`src/rtl/axi_line_write_master.sv`:
```
// Issues one 4-beat AXI INCR write burst per 128-bit line request and pulses done_o when the B response is accepted.
// Optional UNCACHE_WR_EN adds a single-beat uncached write path that has priority over line writes.
module axi_line_write_master #(
  parameter logic [3:0] AXI_ID = 4'b0001,
  parameter int         BEATS  = 4
) (
  input  logic         clk,
  input  logic         rst,
  input  logic         wen_i,
  input  logic [31:0]  waddr_i,
  input  logic [127:0] wdata_i,
  output logic         done_o,
  output logic         resp_err_o,
  output logic         busy_o,
`ifdef UNCACHE_WR_EN
  input  logic         unc_req_i,
  input  logic [31:0]  unc_addr_i,
  input  logic [31:0]  unc_data_i,
  input  logic [3:0]   unc_strb_i,
  output logic         unc_done_o,
`endif
  output logic [3:0]   awid,
  output logic [31:0]  awaddr,
  output logic [7:0]   awlen,
  output logic [2:0]   awsize,
  output logic [1:0]   awburst,
  output logic [3:0]   awcache,
  output logic [2:0]   awprot,
  output logic [1:0]   awlock,
  output logic         awvalid,
  input  logic         awready,
  output logic [31:0]  wdata,
  output logic [3:0]   wstrb,
  output logic         wlast,
  output logic         wvalid,
  input  logic         wready,
  input  logic [3:0]   bid,
  input  logic [1:0]   bresp,
  input  logic         bvalid,
  output logic         bready
);

  typedef enum logic [1:0] {S_IDLE, S_AW, S_W, S_B} state_t;

  state_t       state, state_nxt;
  logic [31:0]  addr_q;
  logic [127:0] line_q;
  logic [1:0]   cnt;
  logic         is_last;
  logic         b_hs;
  logic         unc_sel;
  logic [3:0]   strb_sel;
  logic         start_req;
  logic         bid_unused;

  // Any bid is accepted since only one transaction is ever outstanding.
  assign bid_unused = ^bid;

`ifdef UNCACHE_WR_EN
  logic       unc_q;
  logic [3:0] strb_q;
  assign unc_sel   = unc_q;
  assign strb_sel  = strb_q;
  assign start_req = wen_i | unc_req_i;
`else
  assign unc_sel   = 1'b0;
  assign strb_sel  = 4'b1111;
  assign start_req = wen_i;
`endif

  // NOTE: every register here is updated with <= so all state advances from the same pre-edge values.
  always_ff @(posedge clk or posedge rst) begin
    if (rst) begin
      state  <= S_IDLE;
      cnt    <= 2'd0;
      addr_q <= 32'd0;
      line_q <= 128'd0;
`ifdef UNCACHE_WR_EN
      unc_q  <= 1'b0;
      strb_q <= 4'b1111;
`endif
    end else begin
      state <= state_nxt;
      if (state == S_IDLE) begin
`ifdef UNCACHE_WR_EN
        if (unc_req_i) begin
          addr_q <= unc_addr_i;
          line_q <= {96'd0, unc_data_i};
          strb_q <= unc_strb_i;
          unc_q  <= 1'b1;
        end else if (wen_i) begin
          addr_q <= {waddr_i[31:4], 4'b0000};
          line_q <= wdata_i;
          strb_q <= 4'b1111;
          unc_q  <= 1'b0;
        end
`else
        if (wen_i) begin
          addr_q <= {waddr_i[31:4], 4'b0000};
          line_q <= wdata_i;
        end
`endif
      end
      if (state == S_AW) begin
        cnt <= 2'd0;
      end else if (state == S_W && wready) begin
        cnt <= cnt + 2'd1;
      end
    end
  end

  assign is_last = unc_sel || (cnt == 2'(BEATS - 1));

  // NOTE: next_state gets its default before the case so no path can infer a latch.
  always_comb begin
    state_nxt = state;
    case (state)
      S_IDLE:  if (start_req)        state_nxt = S_AW;
      S_AW:    if (awready)          state_nxt = S_W;
      S_W:     if (wready && is_last) state_nxt = S_B;
      S_B:     if (bvalid)           state_nxt = S_IDLE;
      default:                       state_nxt = S_IDLE;
    endcase
  end

  assign awid    = AXI_ID;
  assign awaddr  = addr_q;
  assign awlen   = unc_sel ? 8'd0 : 8'(BEATS - 1);
  assign awsize  = 3'b010;
  assign awburst = 2'b01;
  assign awcache = 4'b0000;
  assign awprot  = 3'b000;
  assign awlock  = 2'b00;
  assign awvalid = (state == S_AW);

  assign wvalid  = (state == S_W);
  assign wdata   = line_q[32*cnt +: 32];
  assign wstrb   = strb_sel;
  assign wlast   = wvalid && is_last;

  assign bready  = (state == S_B);
  assign b_hs    = bready && bvalid;
  assign busy_o  = (state != S_IDLE);

  // The error flag accompanies whichever completion pulse the response belongs to.
  assign done_o     = b_hs && !unc_sel;
  assign resp_err_o = b_hs && (bresp != 2'b00);
`ifdef UNCACHE_WR_EN
  assign unc_done_o = b_hs && unc_sel;
`endif

endmodule

```
`config.mk`:
```
export PLATFORM = sky130hd
export DESIGN_NAME = axi_line_write_master
export DESIGN_NICKNAME = d
export VERILOG_FILES = /design/src/rtl/axi_line_write_master.sv
export SDC_FILE = /design/constraint.sdc
export NUM_CORES = 1
export LEC_CHECK = 0
export ABC_AREA = 1
export BUFFER_PORTS_ARGS = -buffer_cell sky130_fd_sc_hd__buf_2
export CORE_MARGIN = 4
export CORE_UTILIZATION = 50
export CTS_CLUSTER_DIAMETER = 30
export DETAILED_ROUTE_END_ITERATION = 10
export PLACE_DENSITY_LB_ADDON = 0.12
export SYNTH_ARGS = -nofsm -noshare
export SYNTH_HDL_FRONTEND = slang
export SYNTH_SLANG_ARGS = --single-unit
```
`constraint.sdc`:
```
create_clock -name clk -period 6.7 [get_ports clk]
set_input_delay 1.005 -clock clk [delete_from_list [all_inputs] [get_ports clk]]
set_output_delay 1.005 -clock clk [all_outputs]
set_load 0.1 [all_outputs]
```
* Word-level counts from Yosys, hierarchy flattened *
Index checks and enable logic that the tools add are counted.

word-level totals
  register bits after elaboration = 160
  output and inout bits = 101
  logic and storage cells = 32

operators by class
  add/sub/neg operators = 1
  eq/ne operators = 8
  shift-type cells = 1
  multiplexer cells = 7
  reduce and logical (&&, ||, !) cells = 11

operators with widths
  cell                   number
  $shiftx A128 B8 Y32    1
  $mux W2                6
  $pmux W2 S4            1
  $eq A2 B2 Y1 const B   3
  $reduce_bool A2 Y1     3
  $logic_and A1 B1 Y1    5
  $ne A2 B1 Y1 const B   2
  $ne A2 B2 Y1 const B   2
  $reduce_and A4 Y1      1
  $add A2 B1 Y2 const B  1
  $eq A2 B1 Y1 const B   1
  $logic_not A2 Y1       1
  $reduce_and A2 Y1      1

* Depth between registers and ports, before layout *
Gate-level depths: netlist of run 1.

  depth in word-level cells = 4
  gate-level depth with buffers = 8
  gate-level depth less buffers = 7

* Worst setup path after synthesis of run 1 *
OpenSTA, ideal clock, no wires.

  path kind = register to output
  from = register state[0]
  to = output port resp_err_o
  arrival = 2.633 ns
  data required time = 5.695 ns
  slack = 3.062 ns
  stages on the path, launching flop included = 4
  path buffers = 0
  path through = dfrtp_1 > ha_1 > nand2_1 > nor2_1

on the way
  longest elaborated chain between the ends = 3

RTL lines
  item                    RTL line  source
  from (decl)             45        state_t state, state_nxt;
  from (signal assigned)  83        state <= state_nxt;
  $eq A2 B2 Y1            141       assign bready = (state == S_B);
  named net bready        40        output logic bready
  $logic_and A1 B1 Y1     142       assign b_hs = bready && bvalid;
  $logic_and A1 B1 Y1     147       assign resp_err_o = b_hs && (bresp != 2'b00);
  to (decl)               13        output logic resp_err_o,

The timed path passes the listed nets, and every way through them passes these cells.

* Worst setup path in the final report of run 1 *
  from = register cnt[1]
  to = output port wdata[7]

on the way
  longest elaborated chain between the ends = 1

RTL lines
  item                    RTL line  source
  from (decl)             48        logic [1:0] cnt;
  from (signal assigned)  107       cnt <= cnt + 2'd1;
  $shiftx A128 B8 Y32     137       assign wdata = line_q[32*cnt +: 32];
  to (decl)               32        output logic [31:0] wdata,

No other way between the ends.

==> results of run 1 <==
[registers in the layout (all words and copies together) (netlist names)]
signal  cells
line_q    128
cnt         2
state       2
awaddr     28
[layout by cell type (no fill, tap or decap), types with 2 or more instances in the layout]
cell type,count
ha_1,5
nand3_1,156
clkinvlp_4,4
inv_6,5
conb_1,34
clkbuf_16,17
buf_2,229
o21bai_1,2
dfrtp_1,159
nand2_1,326
o22ai_1,32
buf_4,9
o21ai_1,7
nor2_1,69
clkinv_4,3
bufinv_16,2
o21ai_0,57
inv_1,9
[area by class of cell]
class / instances / area (um2)
fillers: 1354 / 5557
flip-flops and latches: 160 / 4005
multi-input cells: 694 / 3049
repair buffers: 238 / 1214
clock buffers: 18 / 439.2
well taps: 184 / 230.2
clock inverters: 14 / 156.4
inverters: 11 / 46.29
diodes: 1 / 2.502
[kinds of logic after synthesis]
group | count (synthesis) | synth area share
and+or+nand+nor | 554 | 0.3008
adders and majority gates | 6 | 0.009911
AOI/OAI and AO/OA | 100 | 0.07235
other | 2 | 0.0009914
DFF | 160 | 0.5286
buffers and inverters | 117 | 0.08738
[how the worst max path moves through the flow]
stage | slack (ns) | cells after the start | to
after CTS | 2.99 | 4 | wdata[7]
after floorplan | 1.38 | 1 | awaddr[10]
after global routing | 2.83 | 4 | wdata[7]
final | 2.99 | 4 | wdata[7]
after detailed placement | 3.36 | 7 | awaddr[10]
after global placement | 3.38 | 7 | line_q[57]
[worst max-delay path, stage by stage (launching register included)]
cell,delay (ns)
dfrtp_1,0.37
inv_1,0.85
o21ai_0,0.27
o22ai_1,0.29
buf_2,0.49
[per-layer routing]
layer | global-route usage | vias to the layer above | wire length, um
met5 | 0 | - | 0
met1 | 0.3422 | 3168 | 9077
met4 | 0.06715 | 0 | 342
met3 | 0.06848 | 26 | 1545
met2 | 0.3671 | 246 | 9568
li1 | - | 3365 | -
[metrics by stage]
step	cell area [um2]	instances
2_1_floorplan	7695	971
3_3_place_gp	8544	1287
3_5_place_dp	8544	1287
4_1_cts	9140	1319
5_1_grt	9143	1320
6_report	9143	1320
==> results.tsv, run 1 <==
stage	metric	value	unit
global_routing	total track usage	0.2417	
floorplan	chip width	131.1	um
logic_synthesis	asr flop ratio synth	1.000	
critical_path	CP Launch Type	flop	
final_layout	fin nets	1300	
sta	Worst-Margin Slew	1.177	ns
route	DR vias	6805	
status	status	finished, final reports clean	
critical_path	critical path type	flop to primary output	
place	gpl congestion	0.7784	
worst_hold_path	Hold Path Sink	line_q[55]	
clocking	H-tree Lvls	4	
sta	fmax	269.8	MHz
worst_hold_path	Hold Crit Class	flop to flop	
floorplan	num ports	273	
route	vias per inst	5.155	
route	DR pass1 iterations	5	
route	final WL	20530	um
critical_path	crit end category	primary output	
floorplan	Die Y-Extent	131.1	um
sta	hold_ws	0.4654	ns
clocking	Post-CTS Setup Bufs	0	
logic_synthesis	Ys Warns	0	
run	max-cap violation count	0	
logic_synthesis	number of synthesized register bits	160	
logic_synthesis	leading area contributor after synthesis	dfrtp_1	
place	number of I/O port buffers	230	
logic_synthesis	Commonest cells post-synth	nand2_1 (327), dfrtp_1 (160), nand3_1 (156), nor2_1 (69), o21ai_0 (57)	
sta	Min Clock Period, post-route	3.707	ns
logic_synthesis	ys flop type	dfrtp_1	
floorplan	core box area	0.01470	mm2
worst_hold_path	depth of the worst hold-timing path	2	
logic_synthesis	most frequent cell after synthesis	nand2_1	
critical_path	FF-to-FF setup slack	3.37	ns
global_routing	largest net degree at the start of global routing	100	
final_layout	P&R area growth vs syn	20.70	%
route	Detail Route Antenna Nets	0	
final_layout	share of cells above drive strength 1	0.2432	
sta	Hold Vio Cnt, Final	0	
route	DR iter-0 viols	520	
clocking	CTS Buf Count	17	
sta	Final Slew Violations	0	
logic_synthesis	Synth area leaders	dfrtp_1 (53%), nand2_1 (16%), nand3_1 (10%)	
floorplan	die area	0.01718	mm2
global_routing	initial antenna violation count	1	
worst_hold_path	Hold Startpoint	line_q[55]	
logic_synthesis	mapped cell area	0.007575	mm2
clocking	Worst-path clk slew	0.06	ns
clocking	clk buf depth	2	
critical_path	reg2reg path depth	7	
sta	Fin Clk Skew	0.006873	ns
final_layout	Layout Utilization	0.6220	
clocking	Root Buffer	clkbuf_16	
global_routing	first-pass GRT wire length	32210	um
logic_synthesis	Yosys top cell area share	0.5286	
sta	crit share post-route	0.5532	
critical_path	Worst Path Required	5.69	ns
sta	RSZ-0062 raised after global routing	no	
clocking	CTS sink cnt	160	
logic_synthesis	Synth Area per Inst	8.067	um2
logic_synthesis	Seq/Total Area, Yosys	0.5286	
critical_path	Crit. Startpoint	cnt[1]	
route	Routed WL per cell	15.56	um
sta	Setup TNS Final	0	ns
clocking	CTS tree	yes	
sta	Setup violations, final	0	
route	# DRC	0	
critical_path	Reg-to-Reg Start	state[0]	
global_routing	vias in the first global route	6276	
place	HPWL after DPL	12820	um
floorplan	effective utilization at floorplan	0.5153	
floorplan	number of core rows	44	
global_routing	global route overflow	0	
place	pre-CTS WS	3.364	ns
sta	final worst setup slack	2.993	ns
critical_path	crit path DAT	2.70	ns
clocking	Worst-Skew Late Latency	0.42	ns
logic_synthesis	number of enable flip-flop cells after synthesis	0	
critical_path	end of the worst register-to-register path	line_q[93]	
critical_path	Crit Path Max Fanout	33	
logic_synthesis	Mapped Cells	939	
clocking	Hold-fix buffers, CTS	0	
sta	Max-slew headroom	0.2143	
clocking	CTS resizes	0	
logic_synthesis	Yosys cell types	19	
Power of run 1 is not shown: default switching activity piles up to over one toggle a cycle in this logic, so the estimate is an artifact.
==> run 2: changes to the inputs <==
--- a/config.mk
+++ b/config.mk
@@ -8,7 +8,7 @@
 export ABC_AREA = 1
 export BUFFER_PORTS_ARGS = -buffer_cell sky130_fd_sc_hd__buf_2
 export CORE_MARGIN = 4
-export CORE_UTILIZATION = 50
+export CORE_UTILIZATION = 45
 export CTS_CLUSTER_DIAMETER = 30
 export DETAILED_ROUTE_END_ITERATION = 10
 export PLACE_DENSITY_LB_ADDON = 0.12
==> constraint.sdc (replaced) <==
create_clock -name clk -period 3.4 [get_ports clk]
set_input_delay 0.51 -clock clk [delete_from_list [all_inputs] [get_ports clk]]
set_output_delay 0.51 -clock clk [all_outputs]
set_load 0.1 [all_outputs]
==> results.tsv, run 2 (same netlist as run 1, synthesis figures left out) <==
stage	metric	value	unit	change
critical_path	crit path DAT	2.22	ns	-0.48 ns
critical_path	worst-path cell chain	inv_1 -> buf_4 -> o21ai_1 -> o22ai_1 -> buf_2		
critical_path	Worst path depth	5		+1
sta	Hold Vio Cnt, Final	0		unchanged
route	final WL	20580	um	+0.21%
global_routing	total track usage	0.2176		-0.02407
global_routing	largest net degree at the start of global routing	158		+58%
place	gpl congestion	0.7593		-2.5%
place	pre-CTS WS	1.046	ns	-2.318 ns
critical_path	Reg-to-Reg Start	state[0]		
sta	Setup TNS Final	0	ns	unchanged
clocking	CTS Buf Count	17		unchanged
global_routing	vias in the first global route	6280		+0.064%
clocking	CTS sink cnt	160		unchanged
final_layout	commonest non-fill, non-tap cells in the layout	nand2_1 (326), buf_2 (204), dfrtp_1 (159)		
critical_path	Max stage delay cell, worst path	inv_1		
critical_path	FF-to-FF setup slack	1.41	ns	-1.96 ns
route	vias per inst	4.983		-3.3%
clocking	Root Buffer	clkbuf_16		
clocking	Worst-path clk slew	0.07	ns	about the same
sta	Min Clock Period, post-route	2.731	ns	
critical_path	CP Capture Point	wdata[21]		
clocking	H-tree Lvls	4		unchanged
critical_path	CP bufs+invs	3		+1
critical_path	Crit Path Max Fanout	15		-55%
final_layout	number of flip-flops in the largest register	128		unchanged
route	Detail Route Antenna Nets	0		unchanged
sta	RSZ-0062 raised after global routing	no		
floorplan	effective utilization at floorplan	0.4584		-0.05693
sta	Fin Clk Skew	0.009102	ns	+0.002229 ns
route	Routed WL per cell	15.10	um	-3.0%
clocking	Hold-fix buffers, CTS	0		unchanged
clocking	clk buf depth	2		unchanged
critical_path	critical path type	flop to primary output		
final_layout	fillcell total	1583		+17%
global_routing	global route overflow	0		unchanged
final_layout	Reg with most FFs	line_q		
worst_hold_path	Hold Crit Class	input port to asynchronous set/reset pin		
final_layout	commonest non-fill, non-tap cell in the layout	nand2_1		
route	DR vias	6792		-0.19%
floorplan	chip width	137.7	um	+5.1%
critical_path	CP max stage delay	0.45	ns	-0.40 ns
sta	final worst setup slack	0.6690	ns	-2.324 ns
global_routing	first-pass GRT wire length	32390	um	+0.56%
sta	Max-slew headroom	0.4116		+0.1973
clocking	CTS resizes	0		unchanged
critical_path	CP Launch Type	flop		
sta	crit share post-route	0.8032		
global_routing	initial antenna violation count	1		unchanged
clocking	Post-CTS Setup Bufs	0		unchanged
place	HPWL after DPL	13020	um	+1.6%
critical_path	end of the worst register-to-register path	state[1]		
floorplan	number of core rows	47		+6.8%
route	DR pass1 iterations	5		unchanged
route	DR iter-0 viols	369		-29%
final_layout	share of cells above drive strength 1	0.2463		+0.003103
floorplan	num ports	273		unchanged
status	status	finished, final reports clean		
final_layout	fin nets	1306		+0.46%
route	# DRC	0		unchanged
sta	Setup violations, final	0		unchanged
place	number of I/O port buffers	230		unchanged
critical_path	Worst Path Required	2.89	ns	-2.80 ns
final_layout	P&R area growth vs syn	28.30	%	
floorplan	Die Y-Extent	137.7	um	+5.1%
critical_path	Crit. Startpoint	cnt[1]		
floorplan	core box area	0.01652	mm2	+12%
sta	Final Slew Violations	0		unchanged
critical_path	crit end category	primary output		
clocking	Worst-Skew Late Latency	0.42	ns	about the same
clocking	CTS tree	yes		
sta	fmax	366.2	MHz	
critical_path	crit-path leading delay family	buffers and inverters		
floorplan	die area	0.01897	mm2	+10%
run	max-cap violation count	0		unchanged
sta	Worst-Margin Slew	0.8826	ns	-0.2947 ns
critical_path	reg2reg path depth	8		+1
run 2: worst min-delay path by stage:
stage                          start         end  slack, ns  cells after the start
after CTS                        rst  line_q[90]       0.20                      3
after detailed placement  awaddr[10]  awaddr[10]       0.45                      2
after global placement    line_q[44]  line_q[44]       0.45                      2
after floorplan           line_q[32]  line_q[32]       0.44                      2
after global routing             rst  line_q[90]       0.21                      3
final                            rst  line_q[60]       0.19                      3
run 2: area by class of cell:
type                            count  area (um2)  area share
Antenna cell                        2       5.005   0.0005150
Timing Repair Buffer              244        1697      0.1746
Multi-Input combinational cell    694        3049      0.3138
Tap cell                          220       275.3     0.02832
Sequential cell                   160        4005      0.4121
Clock inverter                     13       198.9     0.02047
Clock buffer                       19       442.9     0.04558
Inverter                           11       45.04    0.004635
run 2: metal layers:
metal / GRT usage / up-vias / wire length [um]
met1: 0.2906 / 3197 / 8892
met3: 0.04894 / 15 / 1427
met5: 0 / - / 0
met2: 0.3522 / 202 / 10020
li1: - / 3378 / -
met4: 0.07245 / 0 / 234
run 2: stage by stage:
step / util / hold slack [ns] / cell area, um2 / instances
floorplan: - / 0.4367 / 7699 / 971
global placement: 0.5490 / 0.4489 / 9071 / 1329
detailed placement: 0.5490 / 0.4528 / 9071 / 1329
CTS: 0.5878 / 0.2031 / 9713 / 1361
global route: 0.5879 / 0.2135 / 9716 / 1362
finish: 0.5881 / 0.1863 / 9718 / 1363
run 2: tightest hold or removal path: cells and delay by family:
family,cells,cell delay [ns]
buffers and inverters,3,0.49
Power of run 2 is left out for the same reason.
